==> src/rtl/mapreduce_pkg.sv <==
// Shared types and constants for the reduce crossbar senders.
// Key width, sender state encoding and beat counter width helper.
package mapreduce_pkg;

  localparam int KEY_WIDTH = 16;

  typedef enum logic [1:0] {
    ST_IDLE,
    ST_REQ,
    ST_WAIT,
    ST_SEND
  } sender_state_e;

  function automatic int beat_width(input int dim);
    return $clog2(dim) + 1;
  endfunction

endpackage

==> src/rtl/point_fifo.sv <==
// Synchronous point FIFO; head data is combinational.
// Ports: clock, reset, i_push/i_data, i_pop, o_data, o_full, o_empty, o_count.
module point_fifo #(
  parameter int WIDTH = 48,
  parameter int DEPTH = 4
) (
  input  logic                     clock,
  input  logic                     reset,
  input  logic                     i_push,
  input  logic [WIDTH-1:0]         i_data,
  input  logic                     i_pop,
  output logic [WIDTH-1:0]         o_data,
  output logic                     o_full,
  output logic                     o_empty,
  output logic [$clog2(DEPTH):0]   o_count
);

  localparam int AW = $clog2(DEPTH);

  logic [WIDTH-1:0] mem_q [DEPTH];
  logic [WIDTH-1:0] mem_d [DEPTH];
  logic [AW-1:0]    wr_ptr_q, wr_ptr_d;
  logic [AW-1:0]    rd_ptr_q, rd_ptr_d;
  logic [AW:0]      count_q, count_d;
  logic             push_ok, pop_ok;

  assign o_full  = (count_q == (AW+1)'(DEPTH));
  assign o_empty = (count_q == '0);
  assign o_count = count_q;
  assign o_data  = mem_q[rd_ptr_q];

  assign push_ok = i_push && !o_full;
  assign pop_ok  = i_pop && !o_empty;

  always_comb begin
    mem_d    = mem_q;
    wr_ptr_d = wr_ptr_q;
    rd_ptr_d = rd_ptr_q;
    count_d  = count_q;
    if (push_ok) begin
      mem_d[wr_ptr_q] = i_data;
      wr_ptr_d        = wr_ptr_q + AW'(1);
    end
    if (pop_ok) begin
      rd_ptr_d = rd_ptr_q + AW'(1);
    end
    unique case ({push_ok, pop_ok})
      2'b10:   count_d = count_q + (AW+1)'(1);
      2'b01:   count_d = count_q - (AW+1)'(1);
      default: count_d = count_q;
    endcase
  end

  always_ff @(posedge clock) begin
    mem_q <= mem_d;
    if (reset) begin
      wr_ptr_q <= '0;
      rd_ptr_q <= '0;
      count_q  <= '0;
    end else begin
      wr_ptr_q <= wr_ptr_d;
      rd_ptr_q <= rd_ptr_d;
      count_q  <= count_d;
    end
  end

endmodule

==> src/rtl/partition_sender.sv <==
// Buffers partitioner points, requests the reduce arbiter, then
// serialises each granted point onto the crossbar lane one dimension per cycle.
// Ports: clock/reset, point push (valid/ready/key/value), o_request/
// i_acknowledged, lane outputs o_key_data/o_value_data, o_count, o_busy.
module partition_sender
  import mapreduce_pkg::*;
#(
  parameter int PRECISION = 16,
  parameter int DIMENSION = 2,
  parameter int DEPTH     = 4
) (
  input  logic                           clock,
  input  logic                           reset,
  input  logic                           i_point_valid,
  output logic                           o_point_ready,
  input  logic [KEY_WIDTH-1:0]           i_point_key,
  input  logic [PRECISION*DIMENSION-1:0] i_point_value,
  output logic                           o_request,
  input  logic                           i_acknowledged,
  output logic [KEY_WIDTH-1:0]           o_key_data,
  output logic [PRECISION-1:0]           o_value_data,
  output logic [$clog2(DEPTH):0]         o_count,
  output logic                           o_busy
);

  localparam int VW = PRECISION * DIMENSION;
  localparam int BW = beat_width(DIMENSION);
  localparam int CW = $clog2(DEPTH) + 1;

  sender_state_e state_q, state_d;
  logic [BW-1:0] beat_q, beat_d;

  logic [KEY_WIDTH+VW-1:0] head;
  logic [KEY_WIDTH-1:0]    head_key;
  logic [VW-1:0]           head_value;
  logic [PRECISION-1:0]    sel_value;
  logic                    full, empty;
  logic [CW-1:0]           fifo_count;
  logic                    push, pop, last_beat;

  assign push = i_point_valid && !full;

  point_fifo #(
    .WIDTH (KEY_WIDTH + VW),
    .DEPTH (DEPTH)
  ) u_fifo (
    .clock   (clock),
    .reset   (reset),
    .i_push  (push),
    .i_data  ({i_point_key, i_point_value}),
    .i_pop   (pop),
    .o_data  (head),
    .o_full  (full),
    .o_empty (empty),
    .o_count (fifo_count)
  );

  assign head_key   = head[KEY_WIDTH+VW-1 -: KEY_WIDTH];
  assign head_value = head[VW-1:0];
  assign last_beat  = (beat_q == BW'(DIMENSION - 1));

  // Leaving IDLE on the push itself gives a one-cycle push-to-request.
  always_comb begin
    state_d = state_q;
    beat_d  = beat_q;
    pop     = 1'b0;
    unique case (state_q)
      ST_IDLE: begin
        if (push || !empty) state_d = ST_REQ;
      end
      ST_REQ: begin
        if (i_acknowledged) state_d = ST_WAIT;
      end
      ST_WAIT: begin
        beat_d  = '0;
        state_d = ST_SEND;
      end
      ST_SEND: begin
        if (last_beat) begin
          pop     = 1'b1;
          beat_d  = '0;
          state_d = (fifo_count > CW'(1) || push) ? ST_REQ : ST_IDLE;
        end else begin
          beat_d = beat_q + BW'(1);
        end
      end
      default: begin
        state_d = ST_IDLE;
        beat_d  = '0;
      end
    endcase
  end

  always_ff @(posedge clock) begin
    if (reset) begin
      state_q <= ST_IDLE;
      beat_q  <= '0;
    end else begin
      state_q <= state_d;
      beat_q  <= beat_d;
    end
  end

  always_comb begin
    sel_value = '0;
    for (int d = 0; d < DIMENSION; d++) begin
      if (beat_q == BW'(d)) sel_value = head_value[d*PRECISION +: PRECISION];
    end
  end

  assign o_point_ready = !full;
  assign o_count       = fifo_count;
  assign o_request     = (state_q == ST_REQ);
  assign o_busy        = (state_q == ST_WAIT) || (state_q == ST_SEND);
  assign o_key_data    = (state_q == ST_IDLE) ? '0 : head_key;
  assign o_value_data  = (state_q == ST_SEND) ? sel_value : '0;

endmodule

==> config.mk <==
export PLATFORM = sky130hd
export DESIGN_NAME = partition_sender
export DESIGN_NICKNAME = d
export VERILOG_FILES = /design/src/rtl/mapreduce_pkg.sv /design/src/rtl/point_fifo.sv /design/src/rtl/partition_sender.sv
export SDC_FILE = /design/constraint.sdc
export NUM_CORES = 1
export LEC_CHECK = 0
export CORE_ASPECT_RATIO = 1.5
export CORE_MARGIN = 8
export CORE_UTILIZATION = 55
export DETAILED_ROUTE_END_ITERATION = 7
export DONT_BUFFER_PORTS = 1
export GPL_TIMING_DRIVEN = 0
export PLACE_DENSITY = 0.7
export REMOVE_ABC_BUFFERS = 1
export SLEW_MARGIN = 20
export SYNTH_ARGS = -nofsm -noshare
export SYNTH_HDL_FRONTEND = slang
export SYNTH_SLANG_ARGS = --single-unit
export TNS_END_PERCENT = 10
==> constraint.sdc <==
create_clock -name clock -period 4.9 [get_ports clock]
set_input_delay 1.225 -clock clock [delete_from_list [all_inputs] [get_ports clock]]
set_output_delay 1.225 -clock clock [all_outputs]
set_load 0.01 [all_outputs]
==> metrics.yaml <==
setup_violations: 0
grt_pass1_wl_mm: 21.85
ys_ff_latch: 203
synth.avg_cell_area_sq_um: 20.86
vias_per_cell: 5.803
ir_drop_v: 0.0003518
syn2layout_area_growth_pct: 10.73
hold_depth: 1
diodes: 0
rsz0062_at_grt: "false"
synth_area_leaders: "edfxtp_1, mux4_2, dfxtp_1"
min-delay-path-class: "reg -> reg"
drt-initial-drc-count: 225
synth_top_area_share_pct: 72.18
htreeDepth: 1
tns_ns: 0
cts_buffers: 19
final.period_utilization_pct: 73.00
synth_flop_cell: "edfxtp_1"
synth-edff-count: 192
clk-insertion-delay-late_ns: 0.48
cts_buffer_depth: 3
hold_viol: 0
numPortBuffers: 0
post_drt_wl_per_cell_um: 23.49
drtPass1Iterations: 4
r2r_end: "u_fifo.mem_q[124]"
cp_max_fo: 16
cts_tree: "done"
final_util_pct: 61.46
drcViolationCount: 0
die_w_um: 114.4
core_sq_um: 14390
syn_area_sq_um: 7988
relSlewSlack_pct: 33.39
fin_cells: 600
grt_pass1_vias: 3874
grt_max_degree: 50
pin_count: 90
hold_buffers: 0
crit_arrival_ns: 2.35
skew_ns: 0.007938
cp_data_required_time_ns: 3.67
powerDensity_nw_per_um2: 430.2
postRouteAntennaNets: 0
grt_overflow_total: 0
initial_core_util_pct: 55.50
status: "finished clean"
yosys_warnings: 0
nNetsFinal: 458
r2r_cells: 5
drv_cap: 0
ys_types: 30
leakagePower_nw: 2.773
num_rows: 54
crit_path_cell_trace: "ha_1 > nand2b_1 > nor2_1"
crit_slowest_cell: "nand2b_1"
gr-usage-all-layers_pct: 15.46
synth_cells: 383
clk_pin_slew_ns: 0.06
cts_root_buf: "clkbuf_16"
final_common_cell: "edfxtp_1"
cp-end-kind: "output port"
fmax_ghz: 0.2796
via_count: 3482
dp_cells: 568
clkSinkCount: 203
place_congestion: 0.7032
holdPathEnd: "beat_q[1]"
rr_startpoint: "u_fifo.o_count[1]"
async_reset_ff_share_pct: 0
drive_gt1_share_pct: 21.53
criticalPathCategory: "reg -> out"
post_cts.repair.setup_buffers: 0
yosys.area.top_type: "edfxtp_1"
fp.dieArea_sq_um: 18710
routed_wl_mm: 14.09
p_total_mw: 3.805
maxSlewViolCount: 0
slowest_delay_ns: 0.59
fin_crit_ns: 3.577
dp_hpwl_mm: 8.323
hold_start: "beat_q[1]"
cts_resized: 0
synth-seq-area-share_pct: 74.94
grt_antenna_before_repair: 0
critPathLaunchType: "register"
tightestPinTransition_ns: 0.9991
r2r_setup_slack_ns: 2.41
final_cell_mix: "edfxtp_1, mux4_2, nor2_1, clkbuf_16"
die_y_um: 163.6
==> sequential cells by signal (all words and copies together) (netlist names) <==
signal / flops
state_q: 2
u_fifo.mem_q: 192
u_fifo.wr_ptr_q: 2
beat_q: 2
u_fifo.o_count: 3
u_fifo.rd_ptr_q: 2
==> through the flow <==
stage	setup WS, ns	area, sq um	hold slack [ns]
floorplan	0.6773	7869	0.4703
global placement	-0.2993	8114	0.4863
detailed placement	1.797	8260	0.4912
CTS	1.208	8845	0.5034
global route	1.142	8845	0.5231
finish	1.323	8845	0.5040
==> worst max-delay path by stage <==
stage,from,endpoint,slack [ns],depth (start not counted)
final,state_q[1],o_value_data[6],1.32,3
after global routing,state_q[1],o_value_data[6],1.14,3
after CTS,state_q[1],o_value_data[6],1.21,3
after detailed placement,state_q[1],o_value_data[6],1.80,3
after global placement,u_fifo.rd_ptr_q[0],o_value_data[6],-0.30,3
after floorplan,u_fifo.rd_ptr_q[0],o_value_data[0],0.68,3
==> routing by layer <==
layer / vias to the layer above / track usage (%) / wire length (um)
met4: 0 / 5.532 / 302
met5: - / 0 / 0
met2: 93 / 27.53 / 7519
met1: 1822 / 17.21 / 5280
li1: 1546 / - / -
met3: 21 / 4.330 / 992
==> cell usage after synthesis (all sizes together) (2+ instances only) <==
master	count
nor2	27
inv	9
a21o	2
buf	14
xor2	3
mux4	48
edfxtp	192
clkbuf	3
nand2	2
mux2i	18
nor2b	18
ha	13
a21oi	4
dfxtp	11
xnor2	2
nand2b	3
and2	4
==> cell families after synthesis <==
family | count (synthesis) | share of synthesized area (%)
flip-flops | 203 | 74.94
multiplexers | 66 | 15.79
AND/OR/NAND/NOR | 59 | 3.807
buffers and inverters | 26 | 1.911
adder cells (fa/ha/maj) | 13 | 2.036
AO/OA/AOI/OAI | 11 | 0.9711
XOR/XNOR | 5 | 0.5483
==> power breakdown <==
part           switching (mW)  internal (mW)  leakage [nW]  total, mW
logic                   0.238          0.131         0.631      0.369
registers              0.0476           1.99          1.86       2.04
clock network           0.581          0.812         0.287       1.39
total                   0.867           2.94          2.77       3.80
==> critical path, delay by kind of cell (launching register included) <==
kind                       cells  cell delay, ns
and+or+nand+nor                2            1.13
adders and majority gates      1            0.33
DFF                            1            0.42
==> cell type report <==
class / count / area (sq um)
Sequential cell: 203 / 5995
Fill cell: 1006 / 5547
Multi-Input combinational cell: 154 / 1859
Clock buffer: 21 / 483.0
Tap cell: 196 / 245.2
Timing Repair Buffer: 6 / 127.6
Clock inverter: 11 / 101.3
Inverter: 9 / 33.78
Power figures use the tool's default switching activity.
